$ cat config.mk
export PLATFORM = sky130hd
export DESIGN_NAME = reg_scoreboard
export DESIGN_NICKNAME = d
export VERILOG_FILES = /design/src/rtl/reg_scoreboard.sv
export SDC_FILE = /design/constraint.sdc
export NUM_CORES = 1
export LEC_CHECK = 0
export CORE_UTILIZATION = 59
export DETAILED_ROUTE_END_ITERATION = 6
export GPL_ROUTABILITY_DRIVEN = 0
export GPL_TIMING_DRIVEN = 0
export PLACE_DENSITY = 0.82
export SLEW_MARGIN = 20
export SYNTH_ARGS = -nofsm -noshare
export SYNTH_HDL_FRONTEND = slang
export SYNTH_SLANG_ARGS = --single-unit
$ cat constraint.sdc
create_clock -name clock -period 12 [get_ports clock]
set_input_delay 2.4 -clock clock [delete_from_list [all_inputs] [get_ports clock]]
set_output_delay 2.4 -clock clock [all_outputs]
set_load 0.02 [all_outputs]
$ cat src/rtl/reg_scoreboard.sv
// Write-pending scoreboard for the 15-entry Y86 register file; gates decode issue on RAW hazards and per-register capacity.
// Optional macro SCOREBOARD_WB_BYPASS_EN: hazard/capacity checks see this cycle's writebacks.
module reg_scoreboard #(
  parameter int unsigned MAX_PENDING = 3,
  parameter int unsigned TOTAL_W     = 6
) (
  input  logic               clock,
  input  logic               reset,
  input  logic               issue_valid,
  input  logic [3:0]         issue_srcA,
  input  logic [3:0]         issue_srcB,
  input  logic [3:0]         issue_dstE,
  input  logic [3:0]         issue_dstM,
  output logic               issue_ready,
  input  logic               wb_valid_E,
  input  logic [3:0]         wb_dstE,
  input  logic               wb_valid_M,
  input  logic [3:0]         wb_dstM,
  output logic [14:0]        busy_mask,
  output logic [TOTAL_W-1:0] pending_total,
  output logic               idle,
  output logic               err
);

  localparam int unsigned NREG  = 15;
  localparam int unsigned CNT_W = 2;
  localparam int unsigned SUM_W = CNT_W + 1;

  logic [CNT_W-1:0]   count_q [NREG];
  logic [CNT_W-1:0]   count_d [NREG];
  logic [NREG-1:0]    busy_q, busy_d;
  logic [TOTAL_W-1:0] total_q, total_d;
  logic               idle_q, idle_d;
  logic               err_q, err_d;

  logic [CNT_W-1:0] inc  [NREG];
  logic [CNT_W-1:0] dec  [NREG];
  logic [CNT_W-1:0] base [NREG];
  logic             haz_a, haz_b, cap_bad, acc;
  logic [SUM_W-1:0] sum;

  // Per-register increments/decrements, hazard and capacity checks, next-state counters
  always_comb begin
    haz_a   = 1'b0;
    haz_b   = 1'b0;
    cap_bad = 1'b0;
    busy_d  = '0;
    total_d = '0;
    err_d   = err_q;
    sum     = '0;
    for (int unsigned r = 0; r < NREG; r++) begin
      // ID 0xF never matches r < 15, so "no register" drops out naturally
      inc[r] = CNT_W'(issue_dstE == 4'(r)) + CNT_W'(issue_dstM == 4'(r));
      dec[r] = CNT_W'(wb_valid_E && (wb_dstE == 4'(r)))
             + CNT_W'(wb_valid_M && (wb_dstM == 4'(r)));
`ifdef SCOREBOARD_WB_BYPASS_EN
      base[r] = (count_q[r] > dec[r]) ? (count_q[r] - dec[r]) : '0;
`else
      base[r] = count_q[r];
`endif
      if ((issue_srcA == 4'(r)) && (base[r] != '0)) haz_a = 1'b1;
      if ((issue_srcB == 4'(r)) && (base[r] != '0)) haz_b = 1'b1;
      if ((SUM_W'(base[r]) + SUM_W'(inc[r])) > SUM_W'(MAX_PENDING)) cap_bad = 1'b1;
    end

    issue_ready = !reset && !haz_a && !haz_b && !cap_bad;
    acc         = issue_valid && issue_ready;

    for (int unsigned r = 0; r < NREG; r++) begin
      sum = SUM_W'(count_q[r]) + (acc ? SUM_W'(inc[r]) : '0);
      if (SUM_W'(dec[r]) > sum) begin
        count_d[r] = '0;
        err_d      = 1'b1;
      end else begin
        count_d[r] = CNT_W'(sum - SUM_W'(dec[r]));
      end
      busy_d[r] = (count_d[r] != '0);
      total_d   = total_d + TOTAL_W'(count_d[r]);
    end
    idle_d = (total_d == '0);
  end

  // State register; reset discards pending state and same-cycle writebacks
  always_ff @(posedge clock) begin
    if (reset) begin
      for (int unsigned r = 0; r < NREG; r++) count_q[r] <= '0;
      busy_q  <= '0;
      total_q <= '0;
      idle_q  <= 1'b1;
      err_q   <= 1'b0;
    end else begin
      for (int unsigned r = 0; r < NREG; r++) count_q[r] <= count_d[r];
      busy_q  <= busy_d;
      total_q <= total_d;
      idle_q  <= idle_d;
      err_q   <= err_d;
    end
  end

  assign busy_mask     = busy_q;
  assign pending_total = total_q;
  assign idle          = idle_q;
  assign err           = err_q;

endmodule

==> impl_metrics.tcl, run 1 <==
set metrics [dict create \
    dpl_wire_length_mm 12.9 \
    wl_met2_mm 7.36 \
    number_of_global_route_vias_before_repair 5102 \
    post_route_cells_drive_above_1_share 0.0425 \
    worst_hold_path.endpoint "count_q[0][10]" \
    postRouteWirelength_mm 15.5 \
    grt_max_degree 19 \
    critical_path_class "primary input to flop" \
    rr_endpoint "idle" \
    fp.dieW_um 100 \
    cts_tree "built" \
    design.final.nets 909 \
    final_cells 858 \
    filler_cell_count 749 \
    per_cell_via_count_in_the_routed_design 5.99 \
    initial_utilization 0.613 \
    regToRegStartpoint "count_q[1][11]" \
    antenna_found_initial 0 \
    cp_slowest_cell "sky130_fd_sc_hd__clkdlybuf4s50_1" \
    clock_sinks 53 \
    min_from "count_q[0][10]" \
    worst_r2r_path_depth 28 \
    setup.worst_path.end_class "flop" \
    reg2reg_setup_slack_ps 3960 \
    p_per_area_nw_per_um2 69.1 \
    worst_setup_path_start_kind "primary input" \
    clock_tree.buffer_depth 2 \
    critical_path_arrival_ps 11100 \
    tightest_pin_transition_ps 608 \
    edff_count_synth 0 \
    remaining_drc_errors 0 \
    netlist_area_sq_um 5720 \
    post_cts_resize_count 0 \
    synth_top_cell_by_area "sky130_fd_sc_hd__ha_1" \
    ys_dominant_reg_cell "sky130_fd_sc_hd__dfxtp_1" \
    synth_cell_type_count 52 \
    firstDrtPassIters 5 \
    drt_first_iter_violations 384 \
    final-setup-viol-count 0 \
    postCtsSetupBuffers 0 \
    avgSynthCellArea_sq_um 8.50 \
    max_cap_violations 0 \
    layout.cells.most_common "sky130_fd_sc_hd__ha_1" \
    synth_seq_cells 53 \
    report.final.hold_viol_count 0 \
    path_max_fanout 10 \
    cts_root_buf "sky130_fd_sc_hd__clkbuf_8" \
    met1_length_mm 6.25 \
    slew_limit_fails 0 \
    grt_use_total 0.320 \
    setup_repair_after_global_routing_missed_its_margin "false" \
    top_level_ports 53 \
    required_ps 12250 \
    area_after_dpl_sq_um 6360 \
    area.growth.synth_to_final_pct 13.3 \
    design.die.area_sq_um 10100 \
    met3_length_mm 1.36 \
    holdBufCountCts 0 \
    finalCriticalPeriod_ps 10850 \
    diodes_inserted 0 \
    first_pass_grt_wire_length_mm 24.5 \
    via_count 5136 \
    finish.instance_area_sq_um 6480 \
    footprint_of_the_multi_input_gates_sq_um 4250 \
    vdd.ir_drop.worst_mv 0.0479 \
    cts_buffers 5 \
    min-delay-path-class "flop to flop" \
    hold_path_depth 3 \
    max_clock_freq_mhz 92.2 \
    timing.final.crit_share 0.904 \
    dpl_worst_slack_ps 988 \
    synth-seq-area-share 0.186 \
    max_stage_delay_ps 610 \
    final_antenna_net_count 0 \
    timing.slew.headroom 0.584 \
    highest_layer "met4" \
    placement_rows 35 \
    fin_worst_skew_ps 6.43 \
    htree_levels 2 \
    clk_transition_reported_paths_ps 110 \
    syn-instance-count 673 \
    power_leakage_nw 3.16 \
    final.setup.tns_ps 0 \
    status "completed" \
    post_layout_util 0.695 \
    synthesis.yosys.warnings 0 \
    hold_slack_ps 870 \
    avgRoutedWirePerCell_um 18.1 \
    regArea_sq_um 1060 \
    worst_path_most_repeated_cell "sky130_fd_sc_hd__fa_1" \
    globalRoute.totalOverflow 0 \
    total_power_mw 0.447 \
    async_set_reset_flop_share_out_of_synthesis 0 \
    worstSkewPairLatency_ps 320 \
    vertical_extent_of_the_die_um 100 \
    core_region_area_sq_um 9330 \
    post-synth-top-area-fraction 0.245 \
    final.setup.worst_slack_ps 1150 \
    buffer_ports.inserted 48 \
    dp_cells 850 \
    final_cell_mix "sky130_fd_sc_hd__ha_1 (112), sky130_fd_sc_hd__nor2_1 (91), sky130_fd_sc_hd__inv_1 (85), sky130_fd_sc_hd__dfxtp_1 (53), sky130_fd_sc_hd__clkdlybuf4s50_1 (48)" \
    netlist_top_cells_area "sky130_fd_sc_hd__ha_1 (25%), sky130_fd_sc_hd__dfxtp_1 (19%), sky130_fd_sc_hd__fa_1 (14%)" \
    mappedNetlistNets 854 \
]
-- metal layers --
| metal | GRT usage | vias up |
|---|---|---|
| met5 | 0 | - |
| met4 | 0.152 | 0 |
| met3 | 0.0467 | 45 |
| li1 | - | 2420 |
| met2 | 0.537 | 259 |
| met1 | 0.406 | 2412 |
-- layout make-up --
| cell class | count | share of cell area |
|---|---|---|
| Timing Repair Buffer | 48 | 0.0742 |
| Buffer | 15 | 0.0141 |
| Clock inverter | 3 | 0.00772 |
| Tap cell | 129 | 0.0249 |
| Multi-Input combinational cell | 520 | 0.655 |
| Clock buffer | 5 | 0.0106 |
| Sequential cell | 53 | 0.164 |
| Inverter | 85 | 0.0492 |
-- synth_stat cells, types with 2 or more instances --
| cell | instances |
|---|---|
| sky130_fd_sc_hd__a211oi_1 | 2 |
| sky130_fd_sc_hd__nor2_1 | 91 |
| sky130_fd_sc_hd__inv_1 | 85 |
| sky130_fd_sc_hd__and3_1 | 28 |
| sky130_fd_sc_hd__ha_1 | 112 |
| sky130_fd_sc_hd__buf_2 | 2 |
| sky130_fd_sc_hd__nor4_1 | 7 |
| sky130_fd_sc_hd__xnor2_1 | 3 |
| sky130_fd_sc_hd__nor3_1 | 42 |
| sky130_fd_sc_hd__a311oi_1 | 2 |
| sky130_fd_sc_hd__o211a_1 | 4 |
| sky130_fd_sc_hd__nand2b_1 | 28 |
| sky130_fd_sc_hd__or2_2 | 9 |
| sky130_fd_sc_hd__clkbuf_1 | 7 |
| sky130_fd_sc_hd__o31ai_1 | 6 |
| sky130_fd_sc_hd__o22ai_1 | 2 |
| sky130_fd_sc_hd__nor2b_1 | 15 |
| sky130_fd_sc_hd__nand2_1 | 26 |
| sky130_fd_sc_hd__a2111oi_0 | 4 |
| sky130_fd_sc_hd__nand3b_1 | 4 |
| sky130_fd_sc_hd__o21ai_0 | 8 |
| sky130_fd_sc_hd__a31oi_1 | 8 |
| sky130_fd_sc_hd__nand4_1 | 3 |
| sky130_fd_sc_hd__fa_1 | 40 |
| sky130_fd_sc_hd__buf_1 | 2 |
| sky130_fd_sc_hd__a21o_1 | 3 |
| sky130_fd_sc_hd__buf_6 | 3 |
| sky130_fd_sc_hd__a21oi_1 | 27 |
| sky130_fd_sc_hd__o311ai_0 | 7 |
| sky130_fd_sc_hd__nand3_1 | 17 |
| sky130_fd_sc_hd__dfxtp_1 | 53 |
| sky130_fd_sc_hd__o21bai_1 | 2 |
| sky130_fd_sc_hd__or3b_2 | 2 |
-- state kept, by name (all words and copies together) (netlist names) --
| signal | flops |
|---|---|
| idle | 1 |
| err | 1 |
| busy_mask | 15 |
| pending_total | 6 |
| count_q | 30 |
-- worst max-delay path by stage --
stage	slack (ps)	start	depth (start not counted)	end
after global routing	780	issue_dstE[1]	32	idle
after CTS	1300	issue_dstE[1]	32	idle
final	1150	issue_dstE[1]	32	idle
after global placement	1230	issue_dstE[2]	32	idle
after detailed placement	990	issue_dstE[1]	32	idle
after floorplan	2530	issue_dstE[2]	32	idle
-- worst max-delay path, delay by kind of cell --
family                     cells  cell delay, ps
adders and majority gates     12            4540
and+or+nand+nor               11            2110
AOI/OAI and AO/OA              4            1030
buffers and inverters          5            1010
-- power breakdown --
group	leakage [nW]	switching, mW	internal (mW)
sequential	0.429	0.00414	0.183
combinational	2.67	0.0740	0.0540
clock	0.0603	0.0682	0.0641
-- kinds of logic (layout without fill, tap and decap cells) --
| family | Yosys count | count (layout) | synth area share |
|---|---|---|---|
| xor+xnor | 4 | 4 | 0.00613 |
| flops | 53 | 53 | 0.186 |
| fa+ha+maj | 152 | 152 | 0.385 |
| simple gates | 278 | 278 | 0.246 |
| compound gates | 86 | 86 | 0.106 |
| buf+inv | 100 | 156 | 0.0718 |
Power figures use the tool's default switching activity.
==> run 2, diff against run 1 <==
--- a/config.mk
+++ b/config.mk
@@ -5,6 +5,7 @@
 export SDC_FILE = /design/constraint.sdc
 export NUM_CORES = 1
 export LEC_CHECK = 0
+export ABC_CLOCK_PERIOD_IN_PS = 12000
 export CORE_UTILIZATION = 59
 export DETAILED_ROUTE_END_ITERATION = 6
 export GPL_ROUTABILITY_DRIVEN = 0
@@ -14,3 +15,4 @@
 export SYNTH_ARGS = -nofsm -noshare
 export SYNTH_HDL_FRONTEND = slang
 export SYNTH_SLANG_ARGS = --single-unit
+export TNS_END_PERCENT = 1
==> results of run 2 <==
Same layout as run 1: the final DEF is identical, and so are final timing and power.
